### config.mk
export PLATFORM = sky130hd
export DESIGN_NAME = window_fetch_flat
export DESIGN_NICKNAME = d
export VERILOG_FILES = /design/src/rtl/window_fetch_pkg.sv /design/src/rtl/window_fetch_if.sv /design/src/rtl/window_offset_cnt.sv /design/src/rtl/window_fetch.sv /design/src/flat_wrapper.sv
export SDC_FILE = /design/constraint.sdc
export NUM_CORES = 1
export LEC_CHECK = 0
export CAP_MARGIN = 20
export CORE_MARGIN = 2
export CORE_UTILIZATION = 31
export DETAILED_ROUTE_END_ITERATION = 7
export GPL_ROUTABILITY_DRIVEN = 1
export GPL_TIMING_DRIVEN = 0
export HOLD_SLACK_MARGIN = 0.06
export PLACE_DENSITY = 0.58
export SYNTH_ARGS = -nofsm -noshare
export SYNTH_HDL_FRONTEND = slang
export SYNTH_SLANG_ARGS = --single-unit
### constraint.sdc
create_clock -name clk -period 7.9 [get_ports clk]
set_input_delay 1.58 -clock clk [delete_from_list [all_inputs] [get_ports clk]]
set_output_delay 1.58 -clock clk [all_outputs]
set_load 0.02 [all_outputs]
### src/rtl/window_fetch_pkg.sv
// Shared types and geometry for the window fetcher: image/window sizes,
// FSM state enum, slot index type and the bounds helper.
package window_fetch_pkg;

  localparam int H_WINDOW_LEN = 5;
  localparam int V_WINDOW_LEN = 5;
  localparam int H_IMAGE_LEN  = 35;
  localparam int V_IMAGE_LEN  = 35;
  localparam int PIX_W        = 8;

  localparam int WIN_PIX   = H_WINDOW_LEN * V_WINDOW_LEN;
  localparam int IMAGE_PIX = H_IMAGE_LEN * V_IMAGE_LEN;
  localparam int SLOT_W    = $clog2(WIN_PIX);
  localparam int WIN_W     = PIX_W * WIN_PIX;
  localparam int HCNT_W    = (H_WINDOW_LEN > 1) ? $clog2(H_WINDOW_LEN) : 1;

  typedef enum logic [1:0] {IDLE, FETCH, DRAIN, HOLD} state_e;
  typedef logic [SLOT_W-1:0] slot_t;

  // Address of the bottom-right pixel of a window, wrapping modulo 2^32.
  function automatic logic [31:0] win_last_addr(input logic [31:0] anchor);
    return anchor + 32'((V_WINDOW_LEN - 1) * H_IMAGE_LEN + H_WINDOW_LEN - 1);
  endfunction

endpackage

### src/rtl/window_fetch_if.sv
// Anchor handshake, RAM read port and window output of the window fetcher.
// The fetcher is the slave side; the environment/driver is the master side.
interface window_fetch_if;
  import window_fetch_pkg::*;

  logic [31:0]      anchor_addr;
  logic             anchor_valid;
  logic             anchor_ready;
  logic             pause;
  logic [31:0]      mem_addr;
  logic             mem_rd_en;
  logic [PIX_W-1:0] mem_rd_data;
  logic [WIN_W-1:0] win_data;
  logic             win_valid;
  logic             win_ready;
  logic             err;

  modport slave (
    input  anchor_addr, anchor_valid, pause, mem_rd_data, win_ready,
    output anchor_ready, mem_addr, mem_rd_en, win_data, win_valid, err
  );

  modport master (
    output anchor_addr, anchor_valid, pause, mem_rd_data, win_ready,
    input  anchor_ready, mem_addr, mem_rd_en, win_data, win_valid, err
  );

endinterface

### src/rtl/window_offset_cnt.sv
// Column/row walker over the window: h runs fastest, the row offset is an
// accumulator stepping by the image stride so no multiplier is needed.
module window_offset_cnt
  import window_fetch_pkg::*;
(
  input  logic              clk,
  input  logic              rst,
  input  logic              clr,
  input  logic              adv,
  output slot_t             slot,
  output logic [HCNT_W-1:0] h,
  output logic [31:0]       row_off,
  output logic              last
);

  localparam logic [HCNT_W-1:0] H_LAST = HCNT_W'(H_WINDOW_LEN - 1);

  logic [HCNT_W-1:0] h_q, h_d;
  logic [31:0]       row_q, row_d;
  slot_t             slot_q, slot_d;

  assign last    = (slot_q == slot_t'(WIN_PIX - 1));
  assign slot    = slot_q;
  assign h       = h_q;
  assign row_off = row_q;

  always_comb begin
    h_d    = h_q;
    row_d  = row_q;
    slot_d = slot_q;
    if (clr || (adv && last)) begin
      h_d    = '0;
      row_d  = '0;
      slot_d = '0;
    end else if (adv) begin
      slot_d = slot_q + slot_t'(1);
      if (h_q == H_LAST) begin
        h_d   = '0;
        row_d = row_q + 32'(H_IMAGE_LEN);
      end else begin
        h_d = h_q + HCNT_W'(1);
      end
    end
  end

  always_ff @(posedge clk) begin
    if (rst) begin
      h_q    <= '0;
      row_q  <= '0;
      slot_q <= '0;
    end else begin
      h_q    <= h_d;
      row_q  <= row_d;
      slot_q <= slot_d;
    end
  end

endmodule

### src/rtl/window_fetch.sv
// Sequential window fetcher: one RAM read per cycle, captured into a flat window bus.
// Optional anchor bounds check enabled by WINDOW_FETCH_BOUNDS_CHECK_EN.
module window_fetch
  import window_fetch_pkg::*;
(
  input  logic          clk,
  input  logic          rst,
  window_fetch_if.slave bus
);

  state_e            state_q, state_d;
  logic [31:0]       anchor_q;
  logic              cap_en_q;
  slot_t             cap_slot_q;
  logic              accept;
  logic              adv;
  logic              rd_en;
  slot_t             slot;
  logic [HCNT_W-1:0] h;
  logic [31:0]       row_off;
  logic              last;
  logic [PIX_W-1:0]  win_q [WIN_PIX];
  logic [WIN_W-1:0]  win_flat;

  window_offset_cnt u_cnt (
    .clk     (clk),
    .rst     (rst),
    .clr     (accept),
    .adv     (adv),
    .slot    (slot),
    .h       (h),
    .row_off (row_off),
    .last    (last)
  );

`ifdef WINDOW_FETCH_BOUNDS_CHECK_EN
  logic err_q, err_d;
  logic bounds_ok;
  assign bounds_ok = (win_last_addr(bus.anchor_addr) < 32'(IMAGE_PIX));
  assign bus.err   = err_q;

  always_ff @(posedge clk) begin
    if (rst) err_q <= 1'b0;
    else     err_q <= err_d;
  end
`else
  assign bus.err = 1'b0;
`endif

  always_comb begin
    state_d          = state_q;
    accept           = 1'b0;
    adv              = 1'b0;
    rd_en            = 1'b0;
    bus.anchor_ready = 1'b0;
    bus.win_valid    = 1'b0;
`ifdef WINDOW_FETCH_BOUNDS_CHECK_EN
    err_d            = 1'b0;
`endif
    case (state_q)
      IDLE: begin
        bus.anchor_ready = 1'b1;
        if (bus.anchor_valid) begin
`ifdef WINDOW_FETCH_BOUNDS_CHECK_EN
          // A rejected anchor is consumed without issuing any read.
          if (bounds_ok) begin
            accept  = 1'b1;
            state_d = FETCH;
          end else begin
            err_d = 1'b1;
          end
`else
          accept  = 1'b1;
          state_d = FETCH;
`endif
        end
      end
      FETCH: begin
        if (!bus.pause) begin
          rd_en = 1'b1;
          adv   = 1'b1;
          if (last) state_d = DRAIN;
        end
      end
      DRAIN: state_d = HOLD;
      HOLD: begin
        bus.win_valid = 1'b1;
        if (bus.win_ready) state_d = IDLE;
      end
      default: state_d = IDLE;
    endcase
  end

  assign bus.mem_rd_en = rd_en;
  assign bus.mem_addr  = anchor_q + row_off + 32'(h);

  always_ff @(posedge clk) begin
    if (rst) begin
      state_q    <= IDLE;
      anchor_q   <= '0;
      cap_en_q   <= 1'b0;
      cap_slot_q <= '0;
    end else begin
      state_q    <= state_d;
      if (accept) anchor_q <= bus.anchor_addr;
      cap_en_q   <= rd_en;
      cap_slot_q <= slot;
    end
  end

  // Read data lands one cycle after the strobe; the delayed slot index steers it.
  for (genvar gi = 0; gi < WIN_PIX; gi++) begin : g_slot
    always_ff @(posedge clk) begin
      if (rst) begin
        win_q[gi] <= '0;
      end else if (cap_en_q && (cap_slot_q == slot_t'(gi))) begin
        win_q[gi] <= bus.mem_rd_data;
      end
    end
    assign win_flat[gi*PIX_W +: PIX_W] = win_q[gi];
  end

  assign bus.win_data = win_flat;

endmodule

### src/flat_wrapper.sv
// flat-port wrapper written by rule: the top's interface ports become plain ports
module window_fetch_flat import window_fetch_pkg::*;
  (clk, rst, bus_anchor_addr, bus_anchor_valid, bus_pause, bus_mem_rd_data, bus_win_ready, bus_anchor_ready, bus_mem_addr, bus_mem_rd_en, bus_win_data, bus_win_valid, bus_err);
  window_fetch_if bus_i ();
  input  logic clk;
  input  logic rst;
  input wire logic [$bits(bus_i.anchor_addr)-1:0] bus_anchor_addr;
  input wire logic [$bits(bus_i.anchor_valid)-1:0] bus_anchor_valid;
  input wire logic [$bits(bus_i.pause)-1:0] bus_pause;
  input wire logic [$bits(bus_i.mem_rd_data)-1:0] bus_mem_rd_data;
  input wire logic [$bits(bus_i.win_ready)-1:0] bus_win_ready;
  output wire logic [$bits(bus_i.anchor_ready)-1:0] bus_anchor_ready;
  output wire logic [$bits(bus_i.mem_addr)-1:0] bus_mem_addr;
  output wire logic [$bits(bus_i.mem_rd_en)-1:0] bus_mem_rd_en;
  output wire logic [$bits(bus_i.win_data)-1:0] bus_win_data;
  output wire logic [$bits(bus_i.win_valid)-1:0] bus_win_valid;
  output wire logic [$bits(bus_i.err)-1:0] bus_err;
  assign bus_i.anchor_addr = bus_anchor_addr;
  assign bus_i.anchor_valid = bus_anchor_valid;
  assign bus_i.pause = bus_pause;
  assign bus_i.mem_rd_data = bus_mem_rd_data;
  assign bus_i.win_ready = bus_win_ready;
  assign bus_anchor_ready = bus_i.anchor_ready;
  assign bus_mem_addr = bus_i.mem_addr;
  assign bus_mem_rd_en = bus_i.mem_rd_en;
  assign bus_win_data = bus_i.win_data;
  assign bus_win_valid = bus_i.win_valid;
  assign bus_err = bus_i.err;
  window_fetch u_core (.clk(clk), .rst(rst), .bus(bus_i));
endmodule
-- Yosys cells after proc, flatten, opt, wreduce, memory -nomap -nowiden
Memories as Yosys holds them, arrays and structs flattened.
Index checks and enable logic that the tools add are counted.
- bits in registers: 80
- memories: 1
- bits in writable memories: 200
- output and inout port bits: 236
- input port bits: 45
- logic and storage cells: 217
- add/sub/neg operators: 5
- reductions and logical operators: 32
- equality and inequality tests: 33
- bitwise gates (word level): 25
- muxes and demuxes: 114
- memory list (name ; words ; bits a word ; rd ports ; clocked after memory_dff ; wr ports ; RTL line ; text):
    u_core.win_q ; 25 ; 8 ; 25 ; 0 ; 25 ; window_fetch.sv:22 ; logic [PIX_W-1:0] win_q [WIN_PIX];
- operators by type and width (kind ; count):
    $mux W8 ; 25
    $mux W1 ; 83
    $eq A5 B5 Y1 const B ; 10
    $eq A5 B4 Y1 const B ; 8
    $add A32 B3 Y32 ; 1
    $add A32 B32 Y32 ; 1
    $add A32 B6 Y32 const B ; 1
    $logic_and A1 B1 Y1 ; 26
    $or A1 B1 Y1 ; 25
    $eq A5 B3 Y1 const B ; 4
    $eq A5 B2 Y1 const B ; 2
    $mux W2 ; 4
    $ne A2 B2 Y1 const B ; 4
    $pmux W2 S4 ; 1
    $add A5 B1 Y5 const B ; 1
    $eq A5 B1 Y1 const B ; 1
    $logic_not A5 Y1 ; 1
    $eq A2 B2 Y1 const B ; 2
    $reduce_and A4 Y1 ; 1
    $add A3 B1 Y3 const B ; 1
    $eq A3 B3 Y1 const B ; 1
    $mux W3 ; 1
    $eq A2 B1 Y1 const B ; 1
    $logic_not A2 Y1 ; 1
    other kinds (3) ; 3

-- Longest topological paths before layout
- word-level depth: 6
- gate-level depth with buffers: 11
- depth with buffers taken out: 11

-- By module
Synthesis repeated with hierarchy kept, for this count alone.
- cells, all modules: 1161
- area, all modules: 13254.0 um2
- by module, submodules not included (module ; area each (um2) ; times used ; cells each ; sequential area each (um2)):
    window_fetch ; 11240.8 ; 1 ; 927 ; 6806.5
    window_offset_cnt ; 2013.2 ; 1 ; 234 ; 800.8

-- Worst setup path before layout
OpenSTA, ideal clock, no wires.
- path type: register to output
- start: register u_core.u_cnt.row_q[1], in the netlist u_core.u_cnt.row_off[1]
- end: output bus_mem_addr[29]
- slack: 3348 ps
- stages on the path, launching flop included: 10
- buffers on the path: 0
- required time: 6320 ps
- arrival time: 2972 ps
- cell sequence: dfxtp_1 -> fa_1 -> ha_1 -> fa_1 -> a21o_1 -> a221oi_4 -> o211ai_2 -> a211o_1 -> a2111oi_2 -> a211o_1
- cells in the longest elaborated chain, start to end: 2
- ends and longest elaborated chain (what ; RTL line ; text):
    from (decl) ; window_offset_cnt.sv:19 ; logic [31:0] row_q, row_d;
    from (signal assigned) ; window_offset_cnt.sv:53 ; row_q <= row_d;
    $add A32 B32 Y32 ; window_fetch.sv:95 ; assign bus.mem_addr = anchor_q + row_off + 32'(h);
    $add A32 B3 Y32 ; window_fetch.sv:95 ;
    to (decl) ; flat_wrapper.sv:13 ; output wire logic [$bits(bus_i.mem_addr)-1:0] bus_mem_addr;
Every way passes these cells.

-- Final worst setup path
- start: register u_core.u_cnt.h_q[1], in the netlist u_core.u_cnt.h[1]
- end: output bus_mem_addr[29]
- cells in the longest elaborated chain, start to end: 1
- ends and longest elaborated chain (what ; RTL line ; text):
    from (decl) ; window_offset_cnt.sv:18 ; logic [HCNT_W-1:0] h_q, h_d;
    from (signal assigned) ; window_offset_cnt.sv:48 ; h_q <= '0;
    from (signal assigned) ; window_offset_cnt.sv:52 ; h_q <= h_d;
    $add A32 B3 Y32 ; window_fetch.sv:95 ;
Every way passes these cells.

==> summary.txt <==
SETUP PATH
----------------------------------------------------------------------------------------
Endpoint type of the worst setup path ..................................... primary output
Startpoint of the worst setup timing path ................................. u_core.u_cnt.h[1]$_SDFFE_PP0P_
CP max-delay cell ......................................................... clkdlybuf4s50_1
Maximum fanout count along the critical path ..............................            6
CP max stage delay ........................................................      0.61 ns
Depth of the worst register-to-register path ..............................            4
CP cell instances ......................................................... fa_1, ha_1, fa_1, a21o_1, a221oi_4, o211ai_2, a211o_1, a2111oi_2, a211o_1, clkdlybuf4s50_1
Type of origin of the critical path .......................................     register
Arrival time at the worst endpoint ........................................      4.40 ns
Kind of critical path .....................................................      reg2out
Destination of the worst register-to-register timing path ................. u_core.win_q[2][51]$_SDFFCE_PN0P_
Crit Reg-Reg Startpoint ................................................... u_core.cap_slot_q[1]$_SDFF_PP0_
Required time of the critical path ........................................      6.32 ns
Setup slack, reg-to-reg ...................................................      5.45 ns
Critical path endpoint .................................................... bus_mem_addr[29]

LOGIC SYNTHESIS
----------------------------------------------------------------------------------------
Yosys top cell by area ....................................................     edfxtp_1
Async S/R FF share, synth .................................................           0%
Post-synthesis sequential element count ...................................          280
Fraction of synthesized cell area taken by the top area cell type .........       45.66%
Count of flip-flops with a built-in enable after synthesis ................          200
Number of different library cells in the post-synthesis netlist ...........           67
Netlist area before placement .............................................  13150 sq um
Top post-synthesis cells by area .......................................... edfxtp_1 (46%), dfxtp_1 (12%), and2_1 (9.8%), ha_1 (6.4%), nand2_1 (3.1%)
Most common flop cell mapped by yosys .....................................     edfxtp_1
Part of the Yosys area used for sequential elements .......................       57.84%
Post-Synthesis Net Count ..................................................         1271
Mean instance size in the synthesized netlist .............................  11.39 sq um
Yosys Warn Count ..........................................................            0
Syn Inst Count ............................................................         1155

CLOCKING
----------------------------------------------------------------------------------------
Clock buffer depth ........................................................            3
Clk slew on worst S/H paths ...............................................      0.06 ns
Clock net sink count ......................................................          280
TritonCTS clock tree ......................................................          yes
Setup fix buffers added after clock tree synthesis ........................            0
Master cell of the clock root buffer ......................................    clkbuf_16
Htree depth ...............................................................            1
Clock latency reported for the late side of the worst-skew pair ...........      0.56 ns
Gates resized, CTS repair .................................................            0
CTS buffer count ..........................................................           30
Number of hold buffers added after cts ....................................            0

ROUTE
----------------------------------------------------------------------------------------
Routed via count divided by cell count ....................................        4.729
Detailed Route Iter0 Violations ...........................................          527
Routed length per instance ................................................ 19.36 microns
Total number of vias ......................................................         9591
Final ANT Viol Nets .......................................................            0
First-pass detailed-route iteration total .................................            6
Final wirelength .......................................................... 39270 microns
DRC errors left ...........................................................            0

PLACEMENT
----------------------------------------------------------------------------------------
Dpl hpwl .................................................................. 29520 microns
Worst Setup Slack post-DPL ................................................     2.502 ns
Count of input and output buffers .........................................          279
Placed Cells incl. Taps ...................................................         1973
Final weighted congestion of routability-driven global placement ..........       0.8281

GLOBAL ROUTING
----------------------------------------------------------------------------------------
Global routing's busiest layer ............................................         met2
Via count of the first global-routing pass ................................         9590
Met1 track demand over resource ...........................................       22.32%
Aggregate global-route resource usage .....................................       17.55%
Initial antenna violation count ...........................................            1
Met2 Usage GRT ............................................................       30.29%
Pin count of the biggest net entering global routing ......................           16
GRT met3 Usage ............................................................       4.276%
Global-route wire length before repair .................................... 58850 microns
Gr ovfl total .............................................................            0

STA
----------------------------------------------------------------------------------------
Post-Route Skew ...........................................................   0.01833 ns
Number of hold violations in the final report .............................            0
Peak clock frequency supported by timing ..................................    167.2 MHz
Unrepaired setup endpoints after global routing ...........................           no
Relative slew slack .......................................................       40.97%
Slew of the pin with the lowest slew margin ...............................    0.8837 ns
Slew Limit Fails ..........................................................            0
Final setup violation count ...............................................            0
Worst Slack Setup Final ...................................................     1.919 ns
Portion of the clock cycle consumed by the worst path in the final layout .       75.71%
Min cycle time layout .....................................................     5.981 ns
Fin Setup TNS .............................................................         0 ns

FLOORPLAN
----------------------------------------------------------------------------------------
Starting utilization of the core area .....................................       31.36%
Die Y ..................................................................... 210.0 microns
Std-Cell Rows .............................................................           75
Placeable core region .....................................................  41950 sq um
DIE WIDTH ................................................................. 210.0 microns
Number of I/O pins ........................................................          281
Floorplan die area ........................................................  44090 sq um

STATUS
----------------------------------------------------------------------------------------
Outcome ................................................................... finished, final reports clean

PWR
----------------------------------------------------------------------------------------
Peak VDD IR ...............................................................    0.1596 mV
Pwr dens .................................................................. 220.3 nW/um^2
Leak Pwr ..................................................................     6.843 nW
Power after layout ........................................................   0.003899 W

CELLS AND AREA
----------------------------------------------------------------------------------------
Signed area change from the synthesized netlist to the final layout .......       34.55%
End-of-flow core utilization ..............................................       42.19%
Most common library cell in the layout ignoring fill and taps ............. clkdlybuf4s50_1
# diodes ..................................................................            0
Share of final-layout standard cells stronger than drive strength 1 .......       4.567%
Nets ......................................................................         1582
Highest-count cells in the layout ignoring fill and taps .................. clkdlybuf4s50_1 (279), and2_1 (206), edfxtp_1 (200)
Number of standard cells in the layout, taps in and fillers out ...........         2028

RUN
----------------------------------------------------------------------------------------
Maxcap violations .........................................................            0

WORST HOLD PATH
----------------------------------------------------------------------------------------
Type of the worst min-delay path ..........................................      reg2reg

report_power, final:
part	internal (W)	switching [W]
sequential	0.00165	0.0000402
combinational	0.000259	0.000411
clock	0.000934	0.000608
kinds of logic (layout without fill, tap and decap cells):
family	count (synthesis)	count (layout)	synth area share, %
AOI/OAI and AO/OA	176	176	8.952
xor gates and xnor gates	60	60	3.995
other	1	1	0.02851
DFF	280	280	57.84
adders and majority gates	71	71	6.982
buffers and inverters	68	402	1.998
muxes	1	1	0.07611
and+or+nand+nor	498	498	20.13
routing by layer:
metal	up-vias	share of wire, %
li1	4680	-
met1	4582	43
met2	289	48
met3	38	7.1
met4	2	1.4
met5	-	0.041
worst max-delay path, delay by kind of cell, from the launching register on:
| family | cells | cell delay [ns] |
|---|---|---|
| AO/OA/AOI/OAI | 6 | 1.71 |
| adder cells (fa/ha/maj) | 3 | 1.11 |
| buffers and inverters | 1 | 0.61 |
| flip-flops | 1 | 0.41 |
worst min-delay path by stage:
stage | slack, ns | depth (start not counted) | startpoint | endpoint
global placement | 0.45 | 2 | u_core.anchor_q[5]$_SDFFE_PP0P_ | u_core.anchor_q[5]$_SDFFE_PP0P_
floorplan | 0.44 | 2 | u_core.anchor_q[0]$_SDFFE_PP0P_ | u_core.anchor_q[0]$_SDFFE_PP0P_
finish | 0.46 | 2 | u_core.anchor_q[17]$_SDFFE_PP0P_ | u_core.anchor_q[17]$_SDFFE_PP0P_
detailed placement | 0.45 | 2 | u_core.anchor_q[0]$_SDFFE_PP0P_ | u_core.anchor_q[0]$_SDFFE_PP0P_
global route | 0.48 | 2 | u_core.anchor_q[27]$_SDFFE_PP0P_ | u_core.anchor_q[27]$_SDFFE_PP0P_
CTS | 0.46 | 2 | u_core.anchor_q[0]$_SDFFE_PP0P_ | u_core.anchor_q[0]$_SDFFE_PP0P_
cells in the mapped netlist, types with 2 or more instances:
library cell and instances:
o31ai_1 2, fa_1 4, clkbuf_1 42, a31oi_1 5, a22oi_1 2, nor3_1 6
and4_1 4, nand4_1 15, and2_1 206, ha_1 67, o41ai_1 2, buf_2 3
dfxtp_1 80, xnor2_1 22, a31o_2 3, o21ai_1 4, a41oi_1 3, nand3_1 24
xor2_1 38, edfxtp_1 200, a21o_1 20, o211ai_1 5, nand4b_1 4, a211oi_1 4
o311a_1 2, a21oi_1 67, o21a_1 6, and3_1 7, o21ai_0 16, nor2_1 80
inv_1 18, a2111oi_0 2, nand2_1 109, nand2b_1 8, or2_1 3, a211o_1 2
or2_2 2, nor2b_1 16, or3_1 6, o21bai_1 17, buf_1 3
final cells by class:
cell class / instances / area (sq um)
buffer: 49 / 191.4
tap: 539 / 674.4
fill: 3969 / 24250
sequential: 280 / 7607
clock inverter: 18 / 259.0
inverter: 19 / 71.32
clock buffer: 37 / 818.3
timing repair buffer: 279 / 2793
multi-input combinational: 807 / 5283
through the flow:
stage          hold WS [ns]  cell area, sq um
2_1_floorplan        0.4363             13150
3_3_place_gp         0.4461             16620
3_5_place_dp         0.4522             16620
4_1_cts              0.4610             17700
5_1_grt              0.4835             17700
6_report             0.4577             17700
state kept, by name (all words and copies together) (netlist names):
signal,cells
u_core.u_cnt.h,3
u_core.win_q,200
u_core.u_cnt.row_off,32
u_core.anchor_q,32
u_core.u_cnt.slot,5
u_core.cap_slot_q,5
u_core.cap_en_q,1
u_core.state_q,2
(Power assumes the default switching activity.)
